**src/rtl/mem_port_arbiter.sv**
```systemverilog
// Round-robin arbiter sharing one block-wide main-memory port between the
// I-cache refill path and the D-cache refill/write-back path, with a watchdog.
module mem_port_arbiter #(
  parameter int unsigned ADDR_W  = 28,
  parameter int unsigned DATA_W  = 128,
  parameter int unsigned TIMEOUT = 255
) (
  input  logic              CLK,
  input  logic              RESET,
  input  logic              i_read,
  input  logic [ADDR_W-1:0] i_address,
  output logic [DATA_W-1:0] i_readdata,
  output logic              i_busywait,
  input  logic              d_read,
  input  logic              d_write,
  input  logic [ADDR_W-1:0] d_address,
  input  logic [DATA_W-1:0] d_writedata,
  output logic [DATA_W-1:0] d_readdata,
  output logic              d_busywait,
  output logic              mem_read,
  output logic              mem_write,
  output logic [ADDR_W-1:0] mem_address,
  output logic [DATA_W-1:0] mem_writedata,
  input  logic [DATA_W-1:0] mem_readdata,
  input  logic              mem_busywait,
  output logic [1:0]        grant,
  output logic              timeout_err
);

  localparam int unsigned CNT_W = $clog2(TIMEOUT + 1);
  localparam logic [1:0] GNT_NONE = 2'b00;
  localparam logic [1:0] GNT_I    = 2'b01;
  localparam logic [1:0] GNT_D    = 2'b10;

  typedef enum logic [1:0] {IDLE, ACCESS, DONE} state_t;

  state_t             state;
  logic [1:0]         gnt;
  logic               last_is_d;
  logic               seen_busy;
  logic [CNT_W-1:0]   wd_cnt;
  logic [DATA_W-1:0]  rd_buf;

  logic i_req, d_req, complete, wd_expire;

  assign i_req = i_read;
  assign d_req = d_read | d_write;

  // Memory must have been seen busy at least once before a low busywait counts as done.
  assign complete  = (state == ACCESS) && seen_busy && !mem_busywait;
  assign wd_expire = (state == ACCESS) && !complete && (wd_cnt == CNT_W'(TIMEOUT - 1));

  always_ff @(posedge CLK or negedge RESET) begin
    if (!RESET) begin
      state       <= IDLE;
      gnt         <= GNT_NONE;
      last_is_d   <= 1'b0;
      seen_busy   <= 1'b0;
      wd_cnt      <= '0;
      rd_buf      <= '0;
      timeout_err <= 1'b0;
    end else begin
      case (state)
        IDLE: begin
          if (i_req && d_req) begin
            gnt   <= last_is_d ? GNT_I : GNT_D;
            state <= ACCESS;
          end else if (i_req) begin
            gnt   <= GNT_I;
            state <= ACCESS;
          end else if (d_req) begin
            gnt   <= GNT_D;
            state <= ACCESS;
          end
        end
        ACCESS: begin
          wd_cnt <= wd_cnt + CNT_W'(1);
          if (mem_busywait) seen_busy <= 1'b1;
          if (complete) begin
            rd_buf    <= mem_readdata;
            last_is_d <= (gnt == GNT_D);
            state     <= DONE;
          end else if (wd_expire) begin
            timeout_err <= 1'b1;
            rd_buf      <= '0;
            state       <= DONE;
          end
        end
        DONE: begin
          seen_busy <= 1'b0;
          wd_cnt    <= '0;
          gnt       <= GNT_NONE;
          state     <= IDLE;
        end
        default: state <= IDLE;
      endcase
    end
  end

  // Memory strobes track the granted requester's live inputs during ACCESS only.
  always_comb begin
    mem_read      = 1'b0;
    mem_write     = 1'b0;
    mem_address   = '0;
    mem_writedata = '0;
    if (state == ACCESS) begin
      if (gnt == GNT_I) begin
        mem_read    = i_read;
        mem_address = i_address;
      end else if (gnt == GNT_D) begin
        mem_address   = d_address;
        mem_writedata = d_writedata;
        if (d_write) mem_write = 1'b1;
        else         mem_read  = d_read;
      end
    end
  end

  assign i_busywait = i_req & !((state == DONE) && (gnt == GNT_I));
  assign d_busywait = d_req & !((state == DONE) && (gnt == GNT_D));
  assign i_readdata = rd_buf;
  assign d_readdata = rd_buf;
  assign grant      = gnt;

endmodule
```
**config.mk**
```make
export PLATFORM = sky130hd
export DESIGN_NAME = mem_port_arbiter
export DESIGN_NICKNAME = d
export VERILOG_FILES = /design/src/rtl/mem_port_arbiter.sv
export SDC_FILE = /design/constraint.sdc
export NUM_CORES = 1
export LEC_CHECK = 0
export CAP_MARGIN = 20
export CORE_AREA = 10 10 276 278
export DETAILED_ROUTE_END_ITERATION = 8
export DIE_AREA = 0 0 286 288
export GPL_ROUTABILITY_DRIVEN = 0
export GPL_TIMING_DRIVEN = 0
export PLACE_DENSITY = 0.39
export SLEW_MARGIN = 20
export SYNTH_ARGS = -nofsm -noshare
export SYNTH_HDL_FRONTEND = slang
export SYNTH_SLANG_ARGS = --single-unit
export TNS_END_PERCENT = 20
```
**constraint.sdc**
```tcl
create_clock -name CLK -period 5 [get_ports CLK]
set_input_delay 0.5 -clock CLK [delete_from_list [all_inputs] [get_ports CLK]]
set_output_delay 0.5 -clock CLK [all_outputs]
set_load 0.01 [all_outputs]
```
**After elaboration in Yosys (flattened, before gate mapping)**

Cells that the tools add are included.

- Flip-flop bits (word level): 143
- Output and inout bits: 419
- Input port bits: 318

- Reduce and logical (&&, ||, !) cells: 21
- $add $sub $neg: 1
- Muxes and demuxes: 30
- Bitwise gates (word level): 4
- Equal/unequal tests: 8

Operators with widths:

| operator | count |
|---|---|
| 128-bit 2-to-1 mux | 5 |
| 28-bit 2-to-1 mux | 3 |
| 2-bit 2-to-1 mux | 9 |
| 8-bit one-hot mux with 2 select lines | 1 |
| 2-bit AND reduction | 5 |
| 1-bit 2-to-1 mux | 9 |
| 8-bit by 1-bit adder with 8-bit output (second input constant) | 1 |
| 8-bit == test (second input constant) | 1 |
| 2-bit one-hot mux with 2 select lines | 2 |
| 1-bit logical AND | 7 |
| 2-bit nonzero test | 3 |
| 2-bit by 1-bit == test with 1-bit output (second input constant) | 2 |
| 2-bit == test (second input constant) | 2 |
| 1-bit zero test | 4 |
| 4-bit != test (second input constant) | 1 |
| 3-bit != test (second input constant) | 1 |
| 3-bit AND reduction | 1 |
| 1-bit bitwise AND | 2 |
| 2-bit zero test | 1 |
| 2-bit != test (second input constant) | 1 |
| 1-bit one-hot mux with 2 select lines | 1 |
| 1-bit NOT | 1 |
| 1-bit OR | 1 |

**Logic depth before layout (Yosys ltp)**

Gate-level depths: netlist of run 1.

- Depth in word-level cells: 9
- Gate-level depth with buffers: 8
- Mapped depth without buffers: 5

**Least setup slack after synthesis of run 1**

OpenSTA, ideal clock, no wires.

- Path kind: reg2out
- Start: register state[1]
- End: output port mem_writedata[100]
- Cell stages (with the launch flop): 8
- Arrival: 1.505 ns
- Slack: 2.995 ns
- Required time: 4.500 ns
- Path through: dfrtp_1 -> inv_1 -> ha_1 -> and3_1 -> buf_2 -> buf_2 -> clkbuf_1 -> and2_1

- Cells in the longest elaborated chain, start to end: 2

RTL lines:

| what | line | RTL |
|---|---|---|
| start, declared | 37 | `state_t state;` |
| start signal, assigned | 55 | `state <= IDLE;` |
| start signal, assigned | 67 | `state <= ACCESS;` |
| start signal, assigned | 70 | `state <= ACCESS;` |
| 2-bit by 1-bit == test with 1-bit output | 106 | `if (state == ACCESS) begin` |
| 128-bit 2-to-1 mux | 106 |  |
| end, declared | 23 | `output logic [DATA_W-1:0] mem_writedata,` |

No other way between the ends.

**Final worst setup path of run 1**

- Start: register state[1]
- End: output port mem_writedata[51]

The elaborated chain is that of the path after synthesis.

==> results.py, run 1 <==
metrics = {
    "detailed_routing": {
        "firstDrtPassIters": 5,
        "drtIter0Drc": 435,
        "dr_total_vias": 8126,
        "wire_per_inst_um": 23.3,
        "viasPerCell": 3.38,
        "ant_nets": 0,
        "drc": 0,
        "wl_um": 56100,
    },
    "hold_path": {
        "hp-start": "timeout_err$_DFFE_PN0P_",
        "hold_class": "register to register",
    },
    "clock_tree": {
        "cts.path.max_buffers": 2,
        "clockRootBuffer": "clkbuf_16",
        "clock_sinks": 143,
        "cts_tree": "built",
        "htreeDepth": 4,
        "clk_pin_slew_ps": 70,
        "numCtsBuffers": 17,
        "clock_latency_ps": 480,
    },
    "worst_setup_path": {
        "cp-end-kind": "primary output",
        "ff2ff_setup_slack_ps": 2910,
        "reg2reg_from": "state[1]$_DFFE_PN0P_",
        "critPathLaunchType": "register",
        "worstPathRequired_ps": 4500,
        "cp_max_fo": 10,
        "endpoint": "mem_writedata[51]",
        "critPathLaunch": "state[1]$_DFFE_PN0P_",
        "reg2reg_depth": 7,
        "arrival_ps": 3320,
        "criticalPathCategory": "register to primary output",
        "r2r-end": "d_readdata[96]$_DFFE_PN0P_",
    },
    "finish": {
        "drive_gt1_share_pct": 13.8,
        "finish.instance_area_um2": 16700,
        "fillers": 7670,
        "area_growth_pct": 122,
        "fin_util_pct": 23.6,
        "nNetsFinal": 1764,
    },
    "timing": {
        "skew_ps": 10.0,
        "finalCritPeriodShare_pct": 76.5,
        "setup_viol": 0,
        "grt_setup_unrepaired": "false",
        "worstMarginPinSlew_ps": 616,
        "slew-limit-headroom_pct": 58.9,
        "hold_ws_ps": 496,
        "tns_ps": 0,
        "fin_crit_ps": 3820,
        "timing_hold_violations_final": 0,
        "fmax_ghz": 0.262,
        "final-max-slew-violation-count": 0,
    },
    "logic_synthesis": {
        "ys_seq_area_share_pct": 47.5,
        "synthSimpleGateAreaFrac_pct": 13.2,
        "synth_area_leaders": "dfrtp_1 (48%), a22o_1 (18%), buf_4 (13%)",
        "yosysUniqueCellTypes": 40,
        "syn-cell-area_um2": 7530,
        "yosysWarnings": 0,
        "synth_compound_area_share_pct": 20.6,
        "synth_nets": 1007,
        "synthMuxAreaShare_pct": 0.133,
        "synthXorXnorAreaFrac_pct": 0.116,
        "synth_top_family_by_area": "compound AO/OA/AOI/OAI gates",
        "ys_seq_elements": 143,
        "yosys.cell_count.top_type": "a22o_1",
        "async_flop_share_pct": 100,
        "synth-edff-count": 0,
        "ys.flop_type": "dfrtp_1",
        "syn_area_per_cell_um2": 11.0,
        "synth_adder_area_share_pct": 0.997,
        "synth_top_area_share_pct": 47.5,
        "syn_inst": 683,
        "synth_area_leader_cell": "dfrtp_1",
        "yosys-top-cells-count": "a22o_1 (156), dfrtp_1 (143), buf_4 (130)",
    },
    "global_route": {
        "grt_pass1_wl_um": 74500,
        "overflow": 0,
        "grt_max_degree": 82,
        "grt_util_all_layers_pct": 12.9,
        "grt_pass1_vias": 8764,
        "antenna_found_initial": 12,
    },
    "floorplanning": {
        "start_util_pct": 10.6,
        "die-area_um2": 82400,
        "ioPinCount": 737,
        "num_rows": 98,
        "core_um2": 70900,
        "die-width_um": 286,
        "die_y_um": 288,
    },
    "power_and_ir_drop": {
        "power.density_nw_per_um2": 569,
        "p_leak_nw": 6.98,
        "vdd_drop_max_mv": 0.240,
    },
    "place": {
        "port_buffers": 736,
        "hpwl_um": 48400,
        "place_area_um2": 16100,
    },
    "job": {
        "cap_violations": 0,
    },
    "outcome": {
        "status": "completed",
    },
}
logic make-up after synthesis:
family                     Yosys count
AOI/OAI and AO/OA                  182
xor gates and xnor gates             1
and+or+nand+nor                    163
DFF                                143
muxes                                1
buffers and inverters              187
adders and majority gates            6
state kept, by name, indices dropped and copies added, names as in the netlist:
register and count:
d_readdata 128, wd_cnt 8, grant 2, state 2, last_is_d 1, seen_busy 1
timeout_err 1
placed cells by master, fill, tap and decap left out, types with 6 or more instances in the layout:
| master | n |
|---|---|
| a22o_1 | 156 |
| and2_1 | 129 |
| buf_2 | 21 |
| buf_4 | 130 |
| buf_6 | 13 |
| clkbuf_1 | 15 |
| clkbuf_16 | 17 |
| clkdlybuf4s50_1 | 735 |
| dfrtp_1 | 143 |
| ha_1 | 6 |
| inv_1 | 8 |
| inv_6 | 6 |
| nand2_1 | 10 |
| o21ai_0 | 9 |
where the power goes:
| part | switching [mW] | internal (mW) | total [mW] |
|---|---|---|---|
| sequential | 0.580 | 1.69 | 2.27 |
| clock | 0.613 | 0.661 | 1.27 |
| combinational | 2.40 | 3.56 | 5.97 |
| total | 3.59 | 5.91 | 9.50 |
area by class of cell:
class                      instances  area [µm²]  area share [%]
antenna                            4        10.0          0.0599
buffer                           179        1280            7.68
clock buffer                      17         425            2.55
clock inverter                    15         150           0.898
inverter                           8        30.0           0.180
multi-input combinational        353        2640            15.8
sequential                       143        3580            21.4
tap                              950        1190            7.11
timing repair buffer             738        7410            44.3
worst max-delay path, stage by stage (launching register included):
cell	delay [ps]
dfrtp_1	390
inv_1	100
ha_1	300
and3_1	200
buf_2	200
buf_2	330
clkbuf_1	300
and2_1	390
clkdlybuf4s50_1	620
routing by layer:
layer | part of all wire [%] | global-route usage, % | vias up
met1 | 42 | 16.0 | 3914
met5 | 0.069 | 0 | -
met3 | 11 | 6.32 | 41
met4 | 1.1 | 2.91 | 6
li1 | - | - | 3806
met2 | 46 | 19.9 | 359
worst min path at each step:
stage	to	slack (ps)	cells past startpoint
3_3_place_gp	timeout_err$_DFFE_PN0P_	460	1
3_5_place_dp	timeout_err$_DFFE_PN0P_	480	1
6_report	timeout_err$_DFFE_PN0P_	500	1
4_1_cts	timeout_err$_DFFE_PN0P_	510	1
2_1_floorplan	d_readdata[0]$_DFFE_PN0P_	200	0
5_1_grt	timeout_err$_DFFE_PN0P_	530	1
metrics by stage:
step / power, mW / setup WS (ps) / instances
2_1_floorplan: 4.62 / 2990 / 683
3_3_place_gp: 8.34 / -3090 / 2369
3_5_place_dp: 8.32 / 1690 / 2370
4_1_cts: 9.68 / 1120 / 2403
5_1_grt: 10.1 / 921 / 2403
6_report: 9.50 / 1180 / 2407
repair_timing:
action / 4_1_cts / 5_1_grt
gates resized for setup: 0 / 0
hold endpoints to repair: 62 / 0
buffers inserted: 0 / 0
hold buffers: 1 / 0
(Power assumes the default switching activity.)
==> run 2, diff against run 1 <==
--- a/config.mk
+++ b/config.mk
@@ -6,12 +6,12 @@
 export NUM_CORES = 1
 export LEC_CHECK = 0
 export CAP_MARGIN = 20
-export CORE_AREA = 10 10 276 278
+export CORE_AREA = 10 10 281 283
 export DETAILED_ROUTE_END_ITERATION = 8
-export DIE_AREA = 0 0 286 288
+export DIE_AREA = 0 0 291 293
 export GPL_ROUTABILITY_DRIVEN = 0
 export GPL_TIMING_DRIVEN = 0
-export PLACE_DENSITY = 0.39
+export PLACE_DENSITY = 0.38
 export SLEW_MARGIN = 20
 export SYNTH_ARGS = -nofsm -noshare
 export SYNTH_HDL_FRONTEND = slang
==> constraint.sdc (replaced) <==
create_clock -name CLK -period 3.6 [get_ports CLK]
set_input_delay 0.36 -clock CLK [delete_from_list [all_inputs] [get_ports CLK]]
set_output_delay 0.36 -clock CLK [all_outputs]
set_load 0.01 [all_outputs]
==> run 2 against run 1 <==
Clock skew grew 2.8 ps. Sequential share of layout area is 0.072 points lower. Global-route usage is 0.33 points lower. Worst hold slack worse by 50 ps. Total power up 40%. Sequential cell count unchanged. Count of clock-buffer cells in the layout rose by 2. Critical endpoint is now mem_writedata[85].
==> results.py, run 2 (synthesis results as in run 1) <==
metrics = {
    "outcome": {
        "status": "completed",
    },
    "floorplanning": {
        "start_util_pct": 10.2,
        "num_rows": 100,
        "die-width_um": 291,
        "ioPinCount": 737,
        "core_um2": 73600,
        "die_y_um": 293,
        "die-area_um2": 85300,
    },
    "worst_setup_path": {
        "crit_slowest_cell": "clkdlybuf4s50_1",
        "criticalPathCategory": "register to primary output",
        "max_stage_delay_ps": 590,
        "reg2reg_depth": 7,
        "worstPathRequired_ps": 3240,
        "cp_max_fo": 10,
        "crit_chain": "inv_1, ha_2, and3_1, buf_2, buf_2, clkbuf_2, and2_1, clkdlybuf4s50_1",
        "ff2ff_setup_slack_ps": 1490,
        "reg2reg_from": "state[1]$_DFFE_PN0P_",
        "r2r-end": "d_readdata[94]$_DFFE_PN0P_",
        "critPathLaunchType": "register",
        "cp-end-kind": "primary output",
        "endpoint": "mem_writedata[85]",
        "critPathMostFrequentCell": "buf_2",
        "arrival_ps": 3000,
        "critPathLaunch": "state[1]$_DFFE_PN0P_",
    },
    "clock_tree": {
        "numCtsBuffers": 17,
        "clock_sinks": 143,
        "clockRootBuffer": "clkbuf_16",
        "cts.path.max_buffers": 2,
        "htreeDepth": 4,
        "cts_tree": "built",
        "clock_latency_ps": 480,
        "clk_pin_slew_ps": 70,
    },
    "power_and_ir_drop": {
        "power.density_nw_per_um2": 794,
        "p_total_mw": 13.3,
        "vdd_drop_max_mv": 0.390,
        "p_leak_nw": 7.06,
    },
    "timing": {
        "skew_ps": 12.9,
        "setup_viol": 0,
        "grt_setup_unrepaired": "true",
        "slew-limit-headroom_pct": 54.9,
        "tns_ps": 0,
        "final-max-slew-violation-count": 0,
        "fin_crit_ps": 3360,
        "fmax_ghz": 0.298,
        "finalCritPeriodShare_pct": 93.2,
        "worstMarginPinSlew_ps": 676,
        "timing_hold_violations_final": 0,
    },
    "place": {
        "port_buffers": 736,
        "hpwl_um": 48600,
    },
    "global_route": {
        "grt_pass1_vias": 8649,
        "grt_pass1_wl_um": 76300,
        "grt_util_all_layers_pct": 12.6,
        "overflow": 0,
        "grt_max_degree": 81,
        "antenna_found_initial": 10,
    },
    "finish": {
        "layout_common_cells": "clkdlybuf4s50_1 (732), a22o_1 (156), dfrtp_1 (143)",
        "fillers": 7951,
        "area_growth_pct": 123,
        "final_common_cell": "clkdlybuf4s50_1",
        "largest_reg_flops": 128,
        "nNetsFinal": 1764,
        "register_area_um2": 3580,
        "multi_input_area_um2": 2640,
        "drive_gt1_share_pct": 14.6,
    },
    "detailed_routing": {
        "wire_per_inst_um": 23.1,
        "drtIter0Drc": 417,
        "firstDrtPassIters": 5,
        "dr_total_vias": 8107,
        "drc": 0,
        "wl_um": 56100,
        "ant_nets": 0,
        "viasPerCell": 3.34,
    },
    "hold_path": {
        "hold_class": "input pin to asynchronous set/reset pin",
    },
    "job": {
        "cap_violations": 0,
    },
}
run 2: cell types whose count changed in the layout (fill, tap and decap cells not counted), sizes merged:
| cell | before | now |
|---|---|---|
| inv | 17 | 19 |
| clkbuf | 32 | 34 |
| clkinv | 6 | 1 |
| dlygate4sd2 | 0 | 1 |
| clkdlybuf4s50 | 735 | 732 |
| dlymetal6s2s | 0 | 2 |
| bufinv | 0 | 1 |
run 2: final cells by class:
class,count,share of cell area (%)
Inverter,8,0.179
Antenna cell,4,0.0597
Sequential cell,143,21.3
Tap cell,969,7.23
Clock buffer,19,2.70
Timing Repair Buffer,738,44.2
Clock inverter,13,0.813
Buffer,179,7.72
Multi-Input combinational cell,353,15.8
run 2: per-stage QoR:
stage	setup slack (ps)	hold slack, ps	area (µm²)	cells	util (%)
2_1_floorplan	1730	64.4	7530	683	-
3_3_place_gp	-4430	459	16100	2388	21.9
3_5_place_dp	360	407	16100	2389	21.9
4_1_cts	-27.6	429	16700	2422	22.8
5_1_grt	-10.4	464	16800	2425	22.8
6_report	243	446	16800	2426	22.8
run 2: repair_timing:
| action | in CTS | in global routing |
|---|---|---|
| gates resized for setup | 3 | 18 |
| endpoints found under the hold margin | 79 | 0 |
| setup buffers | 0 | 0 |
| hold buffers | 1 | 0 |
| setup endpoints to repair | 9 | 98 |
run 2: critical path, delay by kind of cell (launching register included):
kind	cells	cell delay, ps
adder cells (fa/ha/maj)	1	260
buffers and inverters	5	1410
flip-flops	1	390
AND/OR/NAND/NOR	2	460
run 2: worst min path at each step:
stage | from | end | cells after the start
2_1_floorplan | RESET | d_readdata[0]$_DFFE_PN0P_ | 0
3_3_place_gp | timeout_err$_DFFE_PN0P_ | timeout_err$_DFFE_PN0P_ | 1
3_5_place_dp | RESET | d_readdata[25]$_DFFE_PN0P_ | 1
4_1_cts | mem_readdata[116] | d_readdata[116]$_DFFE_PN0P_ | 2
5_1_grt | mem_readdata[31] | d_readdata[31]$_DFFE_PN0P_ | 2
6_report | RESET | d_readdata[25]$_DFFE_PN0P_ | 2
run 2: routing by layer:
layer	up-vias	global-route usage [%]	wire [µm]
li1	3807	-	-
met3	50	4.62	4360
met1	3915	16.0	24500
met4	12	3.24	726
met2	323	19.8	26400
met5	-	0	76
run 2: where the power goes:
part           leakage, nW  internal [mW]  total, mW  switching [mW]
logic                 4.97           4.96       8.35            3.38
clock network        0.295           1.01       1.83           0.818
registers             1.79           2.34       3.15           0.805
==> patch: new RTL, settings of run 2 <==
The parameter `ADDR_W` goes from 28 to 56.
--- a/src/rtl/mem_port_arbiter.sv
+++ b/src/rtl/mem_port_arbiter.sv
@@ -1,7 +1,7 @@
 // Round-robin arbiter sharing one block-wide main-memory port between the
 // I-cache refill path and the D-cache refill/write-back path, with a watchdog.
 module mem_port_arbiter #(
-  parameter int unsigned ADDR_W  = 28,
+  parameter int unsigned ADDR_W  = 56,
   parameter int unsigned DATA_W  = 128,
   parameter int unsigned TIMEOUT = 255
 ) (
Ports: changed (resized d_address, i_address and mem_address); port bits go from 737 to 821. No check against the original RTL was run, so the function may have changed too.
==> patch against run 2 <==
Non-clock buffer count rose by 90. Synthesized area rose by 4.0%. Combinational power rose by 8.0%. Sequential cell count did not move. First-iteration DRC count rose by 7.4%. Design area rose by 7.0%. Worst setup slack got worse by 83 ps. Count of clock-buffer cells in the layout fell by 2. Hold slack got worse by 60 ps. Routed wire length rose by 23%. Total power rose by 5.8%. Critical path depth did not move. Critical endpoint is now mem_address[24]. Largest cell class unchanged. Largest power group unchanged.
==> patch: results <==
group,metric,value,unit
final_layout,portion_of_the_layout_cell_area_used_by_clock_cells,0.0349,
detailed_routing,post_drt_wl_per_cell,27.1,um
global_route,use_met1,0.169,
worst_setup_path,worst_r2r_path_depth,6,
global_route,grt_first_pass_wirelength,90200,um
detailed_routing,dr.first_iter.drc_count,448,
global_route,pin_count_of_the_biggest_net_entering_global_routing,88,
pwr,pwr-share-seq,0.222,
final_layout,data_path_buffer_share_of_cell_area_in_the_final_layout,0.535,
synthesis,avgSynthCellArea,10.9,um^2
pwr,intPower,8760,uW
placed_design,dp.final_hpwl,61100,um
final_layout,nClkBuffers,17,
cts,post_cts_resize_count,5,
placed_design,place_area,0.0173,mm^2
detailed_routing,viasPerCell,3.58,
sta,finClkSkew,16.1,ps
final_layout,insertedDiodeCount,1,
detailed_routing,vias_after_detailed_routing,9083,
synthesis,synth.net_count,1097,
detailed_routing,routed-wl-met3,5960,um
final_layout,fillers,7841,
global_route,antenna_found_initial,8,
detailed_routing,number_of_search_and_repair_iterations_in_the_first_detailed_routing_pass,4,
detailed_routing,drt-met1-wl,26400,um
synthesis,synth_sequential_area_ratio,0.457,
synthesis,post_synth_most_frequent_cells,"a22o_1 (184), dfrtp_1 (143), buf_4 (133)",
final_layout,multi_input_cells,381,
final_layout,number_of_nets_in_the_finished_design,1938,
placed_design,io_buffers,820,
pwr,pwr-share-comb,0.640,
placed_design,dp.cells,2507,
sta,max-slew-margin-rel,0.443,
placed_design,detailedPlace.worstSlack,469,ps
final_layout,layout-drive-gt1-share,0.139,
global_route,grt_use_met3,0.0588,
sta,worst_hold_slack,386,ps
detailed_routing,wl_met2,35900,um
global_route,grt_use_total,0.153,
synthesis,post_synth_main_area_contributors,"dfrtp_1 (46%), a22o_1 (21%), buf_4 (13%)",
final_layout,multi_input_area_share,0.162,
run_status,status,"finished, final reports clean",
-- patch: worst max-delay path by stage --
stage	startpoint	end	slack (ps)	cells after the start
final	state[1]	mem_address[24]	160	8
after global routing	state[1]	mem_address[24]	10	8
after CTS	state[1]	mem_address[17]	0.7	8
after detailed placement	state[1]	mem_writedata[86]	470	8
after global placement	RESET	d_readdata[91]	-4250	1
after floorplan	state[1]	mem_address[16]	1730	7
-- patch: logic make-up (layout without fill, tap and decap cells) --
| kind of cell | count (synthesis) | in the layout | synth area share |
|---|---|---|---|
| multiplexers | 1 | 1 | 0.00128 |
| flip-flops | 143 | 143 | 0.457 |
| buffers and inverters | 193 | 1046 | 0.174 |
| adder cells (fa/ha/maj) | 6 | 6 | 0.00959 |
| XOR/XNOR | 1 | 1 | 0.00112 |
| AO/OA/AOI/OAI | 210 | 210 | 0.229 |
| other | 0 | 1 | 0 |
| AND/OR/NAND/NOR | 163 | 163 | 0.128 |
